[config.mk]
export PLATFORM = sky130hd
export DESIGN_NAME = adc_framer_flat
export DESIGN_NICKNAME = d
export VERILOG_FILES = /design/src/rtl/adc_framer_pkg.sv /design/src/rtl/adc_framer_if.sv /design/src/rtl/adc_framer_quant.sv /design/src/rtl/adc_framer.sv /design/src/flat_wrapper.sv
export SDC_FILE = /design/constraint.sdc
export NUM_CORES = 1
export LEC_CHECK = 0
export CORE_AREA = 2 2 94 96
export CTS_CLUSTER_SIZE = 10
export DETAILED_ROUTE_END_ITERATION = 12
export DIE_AREA = 0 0 96 98
export PLACE_DENSITY = 0.74
export SLEW_MARGIN = 40
export SYNTH_ARGS = -nofsm -noshare
export SYNTH_HDL_FRONTEND = slang
export SYNTH_SLANG_ARGS = --single-unit
[constraint.sdc]
create_clock -name clk50 -period 4.5 [get_ports clk50]
set_clock_uncertainty 0.15 [all_clocks]
set_input_delay 1.125 -clock clk50 [delete_from_list [all_inputs] [get_ports clk50]]
set_output_delay 1.125 -clock clk50 [all_outputs]
set_load 0.02 [all_outputs]
[src/rtl/adc_framer_pkg.sv]
// adc_framer_pkg
// Shared definitions for the ADC framer: the capture state encoding, the
// acquisition mode codes as they appear on the mode input, and a helper that
// folds the reserved mode code onto FREE.
package adc_framer_pkg;

   typedef enum logic [1:0] {
      IDLE    = 2'd0,
      ARMED   = 2'd1,
      CAPTURE = 2'd2
   } state_t;

   localparam logic [1:0] FREE   = 2'd0;
   localparam logic [1:0] SINGLE = 2'd1;
   localparam logic [1:0] TRIG   = 2'd2;

   // Mode code 3 is reserved and behaves exactly like free-running capture.
   function automatic logic [1:0] normMode(input logic [1:0] m);
      return (m == 2'd3) ? FREE : m;
   endfunction

endpackage

[src/rtl/adc_framer_if.sv]
// adc_framer_if
// Buffer write port driven by the framer into the sample RAM.
//   dout : quantised sample to store
//   addr : {bank, slot} write address
//   we   : write strobe, one sample per asserted cycle
// Modports: master (framer side, drives), slave (buffer side, receives).
interface adc_framer_if #(
   parameter int OW = 8,
   parameter int AW = 11
);

   logic [OW-1:0] dout;
   logic [AW-1:0] addr;
   logic          we;

   modport master (output dout, addr, we);
   modport slave  (input  dout, addr, we);

endinterface

[src/rtl/adc_framer_quant.sv]
// adc_quant
// Reduces a DW-bit ADC sample to OW bits by rounding half up on the first
// discarded bit, saturating to all ones when the rounding carries out.
//   din_i : raw ADC sample (DW bits)
//   q_o   : quantised sample (OW bits)
module adc_quant #(
   parameter int DW = 10,
   parameter int OW = 8
)(
   input  logic [DW-1:0] din_i,
   output logic [OW-1:0] q_o
);

   generate
      if (DW == OW) begin : gNoRound
         assign q_o = din_i;
      end else begin : gRound
         // One spare bit on top catches the carry out of the rounding add.
         logic [OW:0] sum;
         assign sum = {1'b0, din_i[DW-1:DW-OW]} + {{OW{1'b0}}, din_i[DW-OW-1]};
         assign q_o = sum[OW] ? {OW{1'b1}} : sum[OW-1:0];
      end
   endgenerate

endmodule

[src/rtl/adc_framer.sv]
// adc_framer
// Quantises a continuous ADC stream and writes frames of 2^(AW-1) samples
// into alternating buffer banks, in free-running, single-shot or triggered
// mode, with optional decimation and per-frame over-range reporting.
//   clk50, reset          : clock and asynchronous active-high reset
//   din, ovr              : ADC sample and over-range flag, every cycle
//   mode, arm, dec        : acquisition mode, single-shot start, decimation
//   trig_lvl              : rising-edge trigger threshold (quantised units)
//   wr                    : buffer write port (dout/addr/we)
//   idx, frame_done       : completed bank number and its one-cycle pulse
//   ovr_flag, busy        : over-range seen in last frame; ARMED/CAPTURE
module adc_framer
   import adc_framer_pkg::*;
#(
   parameter int DW   = 10,
   parameter int OW   = 8,
   parameter int AW   = 11,
   parameter int DECW = 8
)(
   input  logic            clk50,
   input  logic            reset,
   input  logic [DW-1:0]   din,
   input  logic            ovr,
   input  logic [1:0]      mode,
   input  logic            arm,
   input  logic [DECW-1:0] dec,
   input  logic [OW-1:0]   trig_lvl,
   adc_framer_if.master    wr,
   output logic            idx,
   output logic            frame_done,
   output logic            ovr_flag,
   output logic            busy
);

   logic [OW-1:0]   qNew;
   logic [OW-1:0]   q_q, qPrev_q;
   logic            ovr_q;
   logic [OW-1:0]   dout_q;
   logic [AW-1:0]   addr_q;
   logic            we_q;
   state_t          state_q, state_d;
   logic [AW-2:0]   slot_q, slot_d;
   logic            bank_q, bank_d;
   logic [DECW-1:0] decCnt_q, decCnt_d, decLat_q, decLat_d;
   logic [1:0]      modeLat_q, modeLat_d;
   logic            acc_q, acc_d;
   logic            idx_q, idx_d;
   logic            frameDone_q, frameDone_d;
   logic            ovrFlag_q, ovrFlag_d;
   logic            wrEn;
   logic            crossing;
   logic [1:0]      liveMode;

   adc_quant #(.DW(DW), .OW(OW)) uQuant (
      .din_i (din),
      .q_o   (qNew)
   );

   assign liveMode = normMode(mode);
   assign crossing = (qPrev_q < trig_lvl) && (q_q >= trig_lvl);

   // Stage 1 holds the current and previous quantised sample for the
   // trigger comparator; stage 2 is the registered buffer write port, whose
   // data and address only move when a sample is actually stored.
   always_ff @(posedge clk50 or posedge reset) begin
      if (reset) begin
         q_q     <= '0;
         qPrev_q <= '0;
         ovr_q   <= 1'b0;
         dout_q  <= '0;
         addr_q  <= '0;
         we_q    <= 1'b0;
      end else begin
         q_q     <= qNew;
         qPrev_q <= q_q;
         ovr_q   <= ovr;
         we_q    <= wrEn;
         if (wrEn) begin
            dout_q <= q_q;
            addr_q <= {bank_q, slot_q};
         end
      end
   end

   // Capture state, frame position and per-frame bookkeeping.
   always_ff @(posedge clk50 or posedge reset) begin
      if (reset) begin
         state_q     <= IDLE;
         slot_q      <= '0;
         bank_q      <= 1'b0;
         decCnt_q    <= '0;
         decLat_q    <= '0;
         modeLat_q   <= FREE;
         acc_q       <= 1'b0;
         idx_q       <= 1'b0;
         frameDone_q <= 1'b0;
         ovrFlag_q   <= 1'b0;
      end else begin
         state_q     <= state_d;
         slot_q      <= slot_d;
         bank_q      <= bank_d;
         decCnt_q    <= decCnt_d;
         decLat_q    <= decLat_d;
         modeLat_q   <= modeLat_d;
         acc_q       <= acc_d;
         idx_q       <= idx_d;
         frameDone_q <= frameDone_d;
         ovrFlag_q   <= ovrFlag_d;
      end
   end

   // Next-state logic. A frame's first cycle always stores its sample: entry
   // from IDLE leaves the decimation counter at zero, and a trigger crossing
   // stores the crossing sample directly and then loads dec. mode and dec are
   // latched only when a frame begins.
   always_comb begin
      state_d     = state_q;
      slot_d      = slot_q;
      bank_d      = bank_q;
      decCnt_d    = decCnt_q;
      decLat_d    = decLat_q;
      modeLat_d   = modeLat_q;
      acc_d       = acc_q | ovr_q;
      idx_d       = idx_q;
      frameDone_d = 1'b0;
      ovrFlag_d   = ovrFlag_q;
      wrEn        = 1'b0;

      case (state_q)
         IDLE: begin
            acc_d    = 1'b0;
            decCnt_d = '0;
            if (liveMode == TRIG) begin
               state_d = ARMED;
            end else if (liveMode == FREE || arm) begin
               state_d   = CAPTURE;
               modeLat_d = liveMode;
               decLat_d  = dec;
            end
         end
         ARMED: begin
            acc_d = 1'b0;
            if (crossing) begin
               wrEn      = 1'b1;
               acc_d     = ovr_q;
               modeLat_d = TRIG;
               decLat_d  = dec;
               decCnt_d  = dec;
               state_d   = CAPTURE;
            end
         end
         CAPTURE: begin
            if (decCnt_q == '0) begin
               wrEn     = 1'b1;
               decCnt_d = decLat_q;
            end else begin
               decCnt_d = decCnt_q - DECW'(1);
            end
         end
         default: state_d = IDLE;
      endcase

      // The slot counter wraps to zero on its own after the last slot.
      if (wrEn) begin
         slot_d = slot_q + (AW-1)'(1);
         if (slot_q == '1) begin
            frameDone_d = 1'b1;
            idx_d       = bank_q;
            bank_d      = ~bank_q;
            ovrFlag_d   = acc_d;
            acc_d       = 1'b0;
            case (modeLat_d)
               SINGLE:  state_d = IDLE;
               TRIG:    state_d = ARMED;
               default: begin
                  // Free-running continues straight into the next frame
                  // unless the mode input has since moved away from FREE.
                  if (liveMode == FREE) begin
                     state_d  = CAPTURE;
                     decLat_d = dec;
                     decCnt_d = '0;
                  end else begin
                     state_d = IDLE;
                  end
               end
            endcase
         end
      end
   end

   assign wr.dout    = dout_q;
   assign wr.addr    = addr_q;
   assign wr.we      = we_q;
   assign idx        = idx_q;
   assign frame_done = frameDone_q;
   assign ovr_flag   = ovrFlag_q;
   assign busy       = (state_q != IDLE);

endmodule
[src/flat_wrapper.sv]
// flat-port wrapper written by rule: the top's interface ports become plain ports
module adc_framer_flat import adc_framer_pkg::*;
#(
   parameter int DW   = 10,
   parameter int OW   = 8,
   parameter int AW   = 11,
   parameter int DECW = 8
)
  (clk50, reset, din, ovr, mode, arm, dec, trig_lvl, idx, frame_done, ovr_flag, busy, wr_dout, wr_addr, wr_we);
  adc_framer_if #(.OW(OW), .AW(AW)) wr_i ();
  input  logic clk50;
  input  logic reset;
  input  logic [DW-1:0] din;
  input  logic ovr;
  input  logic [1:0] mode;
  input  logic arm;
  input  logic [DECW-1:0] dec;
  input  logic [OW-1:0] trig_lvl;
  output logic idx;
  output logic frame_done;
  output logic ovr_flag;
  output logic busy;
  output wire logic [$bits(wr_i.dout)-1:0] wr_dout;
  output wire logic [$bits(wr_i.addr)-1:0] wr_addr;
  output wire logic [$bits(wr_i.we)-1:0] wr_we;
  assign wr_dout = wr_i.dout;
  assign wr_addr = wr_i.addr;
  assign wr_we = wr_i.we;
  adc_framer #(.DW(DW), .OW(OW), .AW(AW), .DECW(DECW)) u_core (.clk50(clk50), .reset(reset), .din(din), .ovr(ovr), .mode(mode), .arm(arm), .dec(dec), .trig_lvl(trig_lvl), .wr(wr_i), .idx(idx), .frame_done(frame_done), .ovr_flag(ovr_flag), .busy(busy));
endmodule
# == Yosys cells after proc, flatten, opt, wreduce, memory -nomap -nowiden ==
# Cells that the tools add are included.
# classes
magnitude_cmp,2
eq_ne,7
bitwise_logic,2
mux,38
addsub,3
reduce_logical,8
# ops
operator,count
2-to-1 mux 8 bit,14
case mux 8 bit (3 select lines),1
2-to-1 mux 2 bit,10
case mux 8 bit (2 select lines),1
adder 10 x 1 -> 10 bit (second input constant),1
== test 10 bit (second input constant),1
adder 8 x 1 -> 9 bit,1
== test 2 bit (second input constant),4
greater-or-equal comparator 8 bit,1
zero test 8 bit,1
< comparator 8 bit,1
case mux 2 bit (2 select lines),2
subtractor 8 x 1 -> 8 bit (second input constant),1
2-to-1 mux 1 bit,7
case mux 2 bit (3 select lines),1
== test 2 x 1 -> 1 bit (second input constant),2
zero test 2 bit,2
case mux 1 bit (2 select lines),2
AND reduction 2 bit,1
nonzero test 2 bit,1
OR reduction 2 bit,1
logical AND 1 bit,1
logical OR 1 bit,1
NOT 1 bit,1
bitwise OR 1 bit,1
# totals
reg_bits,72
out_inout_bits,24
inputBits,32

# == Longest topological paths before layout ==
# Gate-level depths: netlist of run 1.
# logic_depth
depth_word,12
depth_mapped,16
depth_no_buf,14

# == Cells and area by module ==
# A second synthesis of run 1 with hierarchy kept.
# hier_totals
cells_unflattened,354
area_unflattened_um2,3831.2
# modules_own_cells
module,n_inst,cells_per_inst,area_per_inst_um2
adc_framer,1,327,3651.0
adc_quant,1,27,180.2

# == Worst setup path after synthesis of run 1 ==
# No wires, ideal clock.
# synth_timing
path_kind,in2reg
start,input port trig_lvl[2]
end,register u_core.decLat_q[4]
stages,16
path_buffers,2
arrival_time_ns,3.959
slack_ns,0.270
cell_sequence,inv_1 ha_1 a211o_1 a31oi_1 o31ai_1 and3_1 clkbuf_1 o22a_1 o21ai_0 inv_1 ha_1 nand3_1 a2111oi_4 or2_2 buf_2 a22o_1
# synth_via
elab_chain_len,9
elab_cells_between_ends,16
classes_between,order compare (2); eq/ne (2); mux (10); reduce/logical (2)
# synth_lines
item,line,source
start: declaration,flat_wrapper.sv:18,input logic [OW-1:0] trig_lvl;
< comparator 8 bit / greater-or-equal comparator 8 bit (equally long branches),adc_framer.sv:60,assign crossing = (qPrev_q < trig_lvl) && (q_q >= trig_lvl);
logical AND 1 bit *,adc_framer.sv:60,
2-to-1 mux 2 bit *,adc_framer.sv:143,if (crossing) begin
case mux 2 bit (2 select lines) *,adc_framer.sv:129,case (state_q)
via u_core.modeLat_d[0],adc_framer.sv:45,"logic [1:0] modeLat_q, modeLat_d;"
== test 2 x 1 -> 1 bit / == test 2 bit (equally long branches),adc_framer.sv:172,case (modeLat_d)
OR reduction 2 bit (no source line) *,--,
2-to-1 mux 8 bit *,adc_framer.sv:172,
2-to-1 mux 8 bit *,adc_framer.sv:166,if (slot_q == '1) begin
2-to-1 mux 8 bit *,adc_framer.sv:164,if (wrEn) begin
via u_core.decLat_d[4],adc_framer.sv:44,"logic [DECW-1:0] decCnt_q, decCnt_d, decLat_q, decLat_d;"
end signal: assignment,adc_framer.sv:103,decLat_q <= decLat_d;
end: declaration,adc_framer.sv:44,
# Mark *: on every way through the listed nets, which the timed path passes. The rest lies on a longest branch.
# A chain may end at the register's enable or synchronous reset.

# == Final worst setup path of run 1 ==
# layout_timing
start,input port trig_lvl[2]
end,register u_core.decLat_q[1]
# Same word-level chain as after synthesis.

==> results.cfg, run 1 <==
[yosys]
synthArstFlopShare_pct = 100.0
netlist_area_sq_um = 3714
yosysUniqueCellTypes = 50
synthMuxAreaShare_pct = 7.884
synth.net_count = 396
ys_seq_area_share_pct = 48.52
ys.flop_type = dfrtp_1
yosys.area_share.simple_pct = 13.04
ys_warn_count = 0
syn_avg_cell_area_sq_um = 11.02
synth_xor_area_share_pct = 3.302
ys_seq_elements = 72
synth_edf_count = 0
synthAdderAreaFrac_pct = 9.097
synth_top_family_by_area = compound AO/OA/AOI/OAI gates
synthCells = 337
synth-compound-area-share_pct = 14.89

[place]
dpl.hpwl_um = 5794
dp_slack_ps = -238.5
port_buffers = 54
place.gp.congestion = 0.8669

[grt]
antenna_found_initial = 0
grt_util_all_layers_pct = 18.17
grt_max_degree = 39
grt-ovfl-total = 0
grt_first_pass_wirelength_um = 13350
grt_pass1_vias = 2880

[detailed_routing]
vias = 2775
via_per_inst = 5.266
drt_first_iter_violations = 112
wl_per_cell_um = 14.95
postRouteAntennaNets = 0
firstDrtPassIters = 4
drc = 0
wl_um = 7878

[floorplan]
die_w_um = 96
core_area_sq_um = 8466
initial_utilization_pct = 43.87
num_rows = 34
io-pin-count = 56
die_area_sq_um = 9408
die-height_um = 98

[timing]
rsz0062_at_grt = false
whs_ps = 257.4
max_freq_ghz = 0.2328
slew_viol_final = 0
setup_viol = 0
relSlewSlack_pct = 55.51
period_share_pct = 95.48
setup_ws_ps = 203.6
worstMarginPinSlew_ps = 666.6
finalHoldViolations = 0
period_needed_ps = 4296

[setup_path]
crit_path_start_kind = input port
crit_fanout = 7
arrival_ps = 4390
ff2ff_setup_slack_ps = 1110
critPathCaptureType = flop
cp.required_ps = 4590
worst-setup-path-type = in -> reg

[clocking]
ctsHoldBuffers = 0
root_buffer = clkbuf_8
cts_buffers = 9
path_clk_slew_ps = 80
clock-sinks = 72
clkLatencyLatePin_ps = 350
clk_path_buf_depth = 2
cts_tree = yes
cts_max_level = 3

[final_layout]
drive_gt1_share_pct = 17.18
num-nets-final = 473
antennaDiodeCount = 0
final_common_cell = dfrtp_1
fill_cells = 723
mostFrequentLayoutCells = 72 x dfrtp_1, 54 x clkdlybuf4s50_1, 28 x nand2_1
syn_to_final_growth_pct = 27.06

[hold_path]
hold_class = reg -> reg

[pwr]
p_per_area_nw_per_um2 = 510.9
p_leak_nw = 2.130
peakVddDrop_uv = 323.3

[run_status]
status = complete, no violations

[job]
maxCapViolCount = 0
==> per-layer routing <==
metal | global-route usage [%] | routed length (um) | up-vias | share of wire [%]
met3 | 4.861 | 370 | 8 | 4.7
met1 | 23.73 | 3605 | 1341 | 46
met2 | 28.79 | 3795 | 64 | 48
met5 | 0 | 0 | - | 0
li1 | - | - | 1362 | -
met4 | 6.703 | 106 | 0 | 1.3
==> cells by family (layout without fill, tap and decap cells) <==
logic type      Yosys count  in the layout
flops                    72             72
fa+ha+maj                27             27
xor+xnor                 14             14
simple gates             99             99
buf+inv                  29            111
mux                      26             26
compound gates           70             70
==> per-stage QoR <==
stage	power [mW]	TNS [ps]	cells	cell area (sq um)	util [%]
2_1_floorplan	1.555	0	337	3714	-
3_3_place_gp	1.850	-1132	511	4513	53.31
3_5_place_dp	1.886	-1736	511	4513	53.31
4_1_cts	2.427	0	527	4717	55.72
5_1_grt	2.571	0	527	4718	55.73
6_report	2.411	0	527	4718	55.73
==> synth_stat cells (2+ instances only) <==
| library cell | count | area share, % |
|---|---|---|
| a211oi_1 | 3 | 0.61 |
| xnor2_1 | 9 | 2.1 |
| nor2_1 | 25 | 2.5 |
| nand3_1 | 10 | 1.3 |
| a22o_1 | 7 | 1.7 |
| mux2_2 | 22 | 6.7 |
| buf_4 | 3 | 0.61 |
| ha_1 | 27 | 9.1 |
| nor4_1 | 2 | 0.34 |
| a2111oi_4 | 3 | 2.2 |
| o22a_1 | 2 | 0.47 |
| o21a_1 | 4 | 0.81 |
| nor3_1 | 4 | 0.54 |
| nand2_1 | 28 | 2.8 |
| or2_2 | 2 | 0.34 |
| o21ai_0 | 14 | 1.9 |
| xor2_1 | 5 | 1.2 |
| nand2b_1 | 5 | 0.84 |
| a21oi_1 | 13 | 1.8 |
| inv_1 | 20 | 2.0 |
| and3_1 | 4 | 0.67 |
| nand4_1 | 6 | 1.0 |
| o31ai_1 | 6 | 1.2 |
| mux2i_1 | 3 | 0.81 |
| clkbuf_1 | 5 | 0.51 |
| a211o_1 | 2 | 0.47 |
| dfrtp_1 | 72 | 49 |
| a222oi_1 | 2 | 0.54 |
| a31oi_1 | 3 | 0.51 |
| nor2b_1 | 6 | 1.0 |
==> critical path, cell delays in order <==
cell and delay (ps):
clkdlybuf4s50_1 460, inv_1 60, ha_1 300, a211o_1 290
a31oi_1 160, o31ai_1 110, and3_1 180, o22a_1 210
o21ai_1 180, inv_1 60, ha_1 310, nand3_1 120
a2111oi_4 260, buf_4 210, nor2_1 90, a22o_1 240
==> repair_timing <==
item | 4_1_cts | 5_1_grt
resized for setup | 0 | 1
endpoints found under the setup margin | 0 | 6
hold endpoints to repair | 0 | 0
buffers inserted | 0 | 0
==> where the power goes <==
group          switching, mW  internal, mW  total, mW
combinational          0.481         0.460      0.941
sequential             0.122         0.817      0.939
clock                  0.255         0.275      0.530
==> sequential cells by signal, summed over array words and instances, names as in the netlist <==
register,cells
u_core.slot_q,10
u_core.q_q,8
u_core.qPrev_q,8
u_core.wr.addr,11
u_core.wr.dout,8
u_core.decLat_q,8
u_core.ovr_flag,1
u_core.wr.we,1
u_core.bank_q,1
u_core.ovr_q,1
u_core.decCnt_q,8
u_core.modeLat_q,2
u_core.frame_done,1
u_core.acc_q,1
u_core.state_q,2
u_core.idx,1
==> cell type report <==
class / instances / area (sq um) / share of cell area [%]
repair buffers: 75 / 710.7 / 15.06
inverters: 20 / 76.32 / 1.618
flip-flops and latches: 72 / 1802 / 38.19
multi-input cells: 236 / 1790 / 37.95
clock buffers: 11 / 141.4 / 2.997
clock inverters: 5 / 62.56 / 1.326
well taps: 108 / 135.1 / 2.864
==> worst paths after layout <==
check,endpoint,from,cells after the start
setup / recovery,u_core.decLat_q[1]$_DFF_PP0_,trig_lvl[2],16
setup reg to reg,u_core.decLat_q[1]$_DFF_PP0_,u_core.q_q[2]$_DFF_PP0_,14
hold reg to reg,u_core.qPrev_q[0]$_DFF_PP0_,u_core.q_q[0]$_DFF_PP0_,0
min in group asynchronous,u_core.wr.addr[6]$_DFFE_PP0P_,reset,2
hold / removal,u_core.qPrev_q[0]$_DFF_PP0_,u_core.q_q[0]$_DFF_PP0_,0
max in group asynchronous,u_core.q_q[0]$_DFF_PP0_,reset,3
Power figures use the tool's default switching activity.
==> inputs of run 2 (changes only) <==
--- a/config.mk
+++ b/config.mk
@@ -14,3 +14,4 @@
 export SYNTH_ARGS = -nofsm -noshare
 export SYNTH_HDL_FRONTEND = slang
 export SYNTH_SLANG_ARGS = --single-unit
+export TNS_END_PERCENT = 30
==> results of run 2 <==
The final DEF is identical to that of run 1; final timing and power are the same.
==> inputs of run 3 (changes only) <==
--- a/config.mk
+++ b/config.mk
@@ -5,12 +5,12 @@
 export SDC_FILE = /design/constraint.sdc
 export NUM_CORES = 1
 export LEC_CHECK = 0
+export CAP_MARGIN = 20
 export CORE_AREA = 2 2 94 96
 export CTS_CLUSTER_SIZE = 10
 export DETAILED_ROUTE_END_ITERATION = 12
 export DIE_AREA = 0 0 96 98
 export PLACE_DENSITY = 0.74
-export SLEW_MARGIN = 40
 export SYNTH_ARGS = -nofsm -noshare
 export SYNTH_HDL_FRONTEND = slang
 export SYNTH_SLANG_ARGS = --single-unit
==> run 3 against run 2 <==
Against the previous run: wire length did not move; clock power about the same; critical path depth stayed put; register-to-register slack is essentially flat; highest routed layer unchanged; sequential cell count did not move; non-clock buffer count unchanged; design area is essentially flat; worst setup slack stayed put; sequential power about the same; die area stayed put; combinational power barely moved; first-iteration DRC count did not move.
==> results.cfg, run 3 (synthesis gave the netlist of run 1 again) <==
[grt]
grt_first_pass_wirelength_um = 13350
grt-ovfl-total = 0
grt_max_degree = 39
grt_util_all_layers_pct = 18.17
grt_pass1_vias = 2880
antenna_found_initial = 0

[pwr]
p_clk_share_pct = 22.0
comb_power_share_pct = 39.0
switching_power_uw = 858.2
peakVddDrop_uv = 323.3
p_int_mw = 1.552
switching_share_pct = 35.60
p_seq_share_pct = 39.0
p_per_area_nw_per_um2 = 511.0
p_leak_nw = 2.130

[clocking]
root_buffer = clkbuf_8
clkLatencyLatePin_ps = 350
path_clk_slew_ps = 80
cts_tree = yes
cts_max_level = 3
post-cts-setup-buffers = 0
clk_path_buf_depth = 2
clock-sinks = 72
cts_buffers = 9

[final_layout]
stdcell_area_sq_um = 4717
final_common_cell = dfrtp_1
fill_cells = 721
stdcell_count = 527
register_area_sq_um = 1802
mostFrequentLayoutCells = 72 x dfrtp_1, 54 x clkdlybuf4s50_1, 28 x nand2_1
drive_gt1_share_pct = 17.18
syn_to_final_growth_pct = 27.02
multi_input_area_sq_um = 1790
largest_register_ffs = 11
num-nets-final = 473
antennaDiodeCount = 0

[timing]
slew_viol_final = 0
finalHoldViolations = 0
period_needed_ps = 4296
max_freq_ghz = 0.2328
worstMarginPinSlew_ps = 802.3
relSlewSlack_pct = 46.44
setup_viol = 0
rsz0062_at_grt = false
period_share_pct = 95.48

[floorplan]
core_area_sq_um = 8466
die-height_um = 98
io-pin-count = 56
die_area_sq_um = 9408
die_w_um = 96
num_rows = 34
initial_utilization_pct = 43.87

[setup_path]
critPathCaptureType = flop
arrival_ps = 4390
worst-setup-path-type = in -> reg
worst_path_largest_cell_delay_ps = 460
crit_family = compound AO/OA/AOI/OAI gates
path_cells = clkdlybuf4s50_1 > inv_1 > ha_1 > a211o_1 > a31oi_1 > o31ai_1 > and3_1 > o22a_1 > o21ai_1 > inv_1 > ha_1 > nand3_1 > a2111oi_4 > buf_4 > nor2_1 > a22o_1
crit_fanout = 7
critical_path_buf_inv_count = 4
crit_path_start_kind = input port
ff2ff_setup_slack_ps = 1110
critPathSlowestCell = clkdlybuf4s50_1
cp.required_ps = 4590

[detailed_routing]
vias = 2775
wl_um = 7878
via_per_inst = 5.266
firstDrtPassIters = 4
drc = 0
wl_per_cell_um = 14.95
drt_first_iter_violations = 112
postRouteAntennaNets = 0

[job]
maxCapViolCount = 0

[place]
dp_cells = 511
place.gp.congestion = 0.8669
placed_area_sq_um = 4513
port_buffers = 54
dpl.hpwl_um = 5794

[hold_path]
hold_class = reg -> reg

[run_status]
status = complete, no violations
## run 3: cell types whose count changed in the layout (fill, tap and decap cells not counted), sizes merged
cell	before	now
clkinv	1	0
inv	21	22
## run 3: cell type report
| class | instances | area share (%) |
|---|---|---|
| clock buffer | 11 | 2.997 |
| sequential | 72 | 38.20 |
| multi-input combinational | 236 | 37.96 |
| tap | 108 | 2.865 |
| inverter | 20 | 1.592 |
| timing repair buffer | 75 | 15.07 |
| clock inverter | 5 | 1.326 |
## run 3: repair_timing
action	CTS	global route
setup endpoints to repair	0	6
resized for setup	0	1
hold buffers	0	0
## run 3: final timing paths
| check | startpoint | end | cells past startpoint |
|---|---|---|---|
| worst max-delay path | trig_lvl[2] | u_core.decLat_q[1]$_DFF_PP0_ | 16 |
| worst min-delay path | u_core.q_q[0]$_DFF_PP0_ | u_core.qPrev_q[0]$_DFF_PP0_ | 0 |
| worst max register to register | u_core.q_q[2]$_DFF_PP0_ | u_core.decLat_q[1]$_DFF_PP0_ | 14 |
| worst min register to register | u_core.q_q[0]$_DFF_PP0_ | u_core.qPrev_q[0]$_DFF_PP0_ | 0 |
| min in group asynchronous | reset | u_core.wr.addr[6]$_DFFE_PP0P_ | 2 |
| max in group asynchronous | reset | u_core.q_q[0]$_DFF_PP0_ | 3 |
## run 3: per-layer routing
metal,wire length [um],part of all wire [%],GRT usage (%),vias to the layer above
li1,-,-,-,1362
met1,3606,46,23.73,1341
met2,3795,48,28.79,64
met3,370,4.7,4.861,8
met4,106,1.3,6.703,0
met5,0,0,0,-
## run 3: worst reg2reg max path, stage by stage (launching register included)
cell,delay (ps)
dfrtp_1,400
ha_1,300
a211o_1,290
a31oi_1,160
o31ai_1,110
and3_1,180
o22a_1,210
o21ai_1,180
inv_1,60
ha_1,310
nand3_1,120
a2111oi_4,260
buf_4,210
nor2_1,100
a22o_1,240
## run 3: power by group through the flow
stage | combinational [mW] | clock (mW) | sequential, mW
2_1_floorplan | 0.568 | 0 | 0.986
3_5_place_dp | 0.938 | 0 | 0.948
5_1_grt | 1.03 | 0.572 | 0.966
3_3_place_gp | 0.908 | 0 | 0.942
4_1_cts | 0.945 | 0.543 | 0.940
6_report | 0.941 | 0.530 | 0.939
## run 3: metrics by stage
step / total power [mW] / TNS [ps] / setup slack (ps) / utilization (%) / hold WS (ps)
2_1_floorplan: 1.555 / 0 / 270.1 / - / 218.7
3_3_place_gp: 1.850 / -1132 / -175.0 / 53.31 / 235.3
3_5_place_dp: 1.886 / -1736 / -238.5 / 53.31 / 238.6
4_1_cts: 2.427 / 0 / 143.3 / 55.72 / 255.7
5_1_grt: 2.571 / 0 / 20.23 / 55.72 / 270.4
6_report: 2.410 / 0 / 203.6 / 55.72 / 257.4
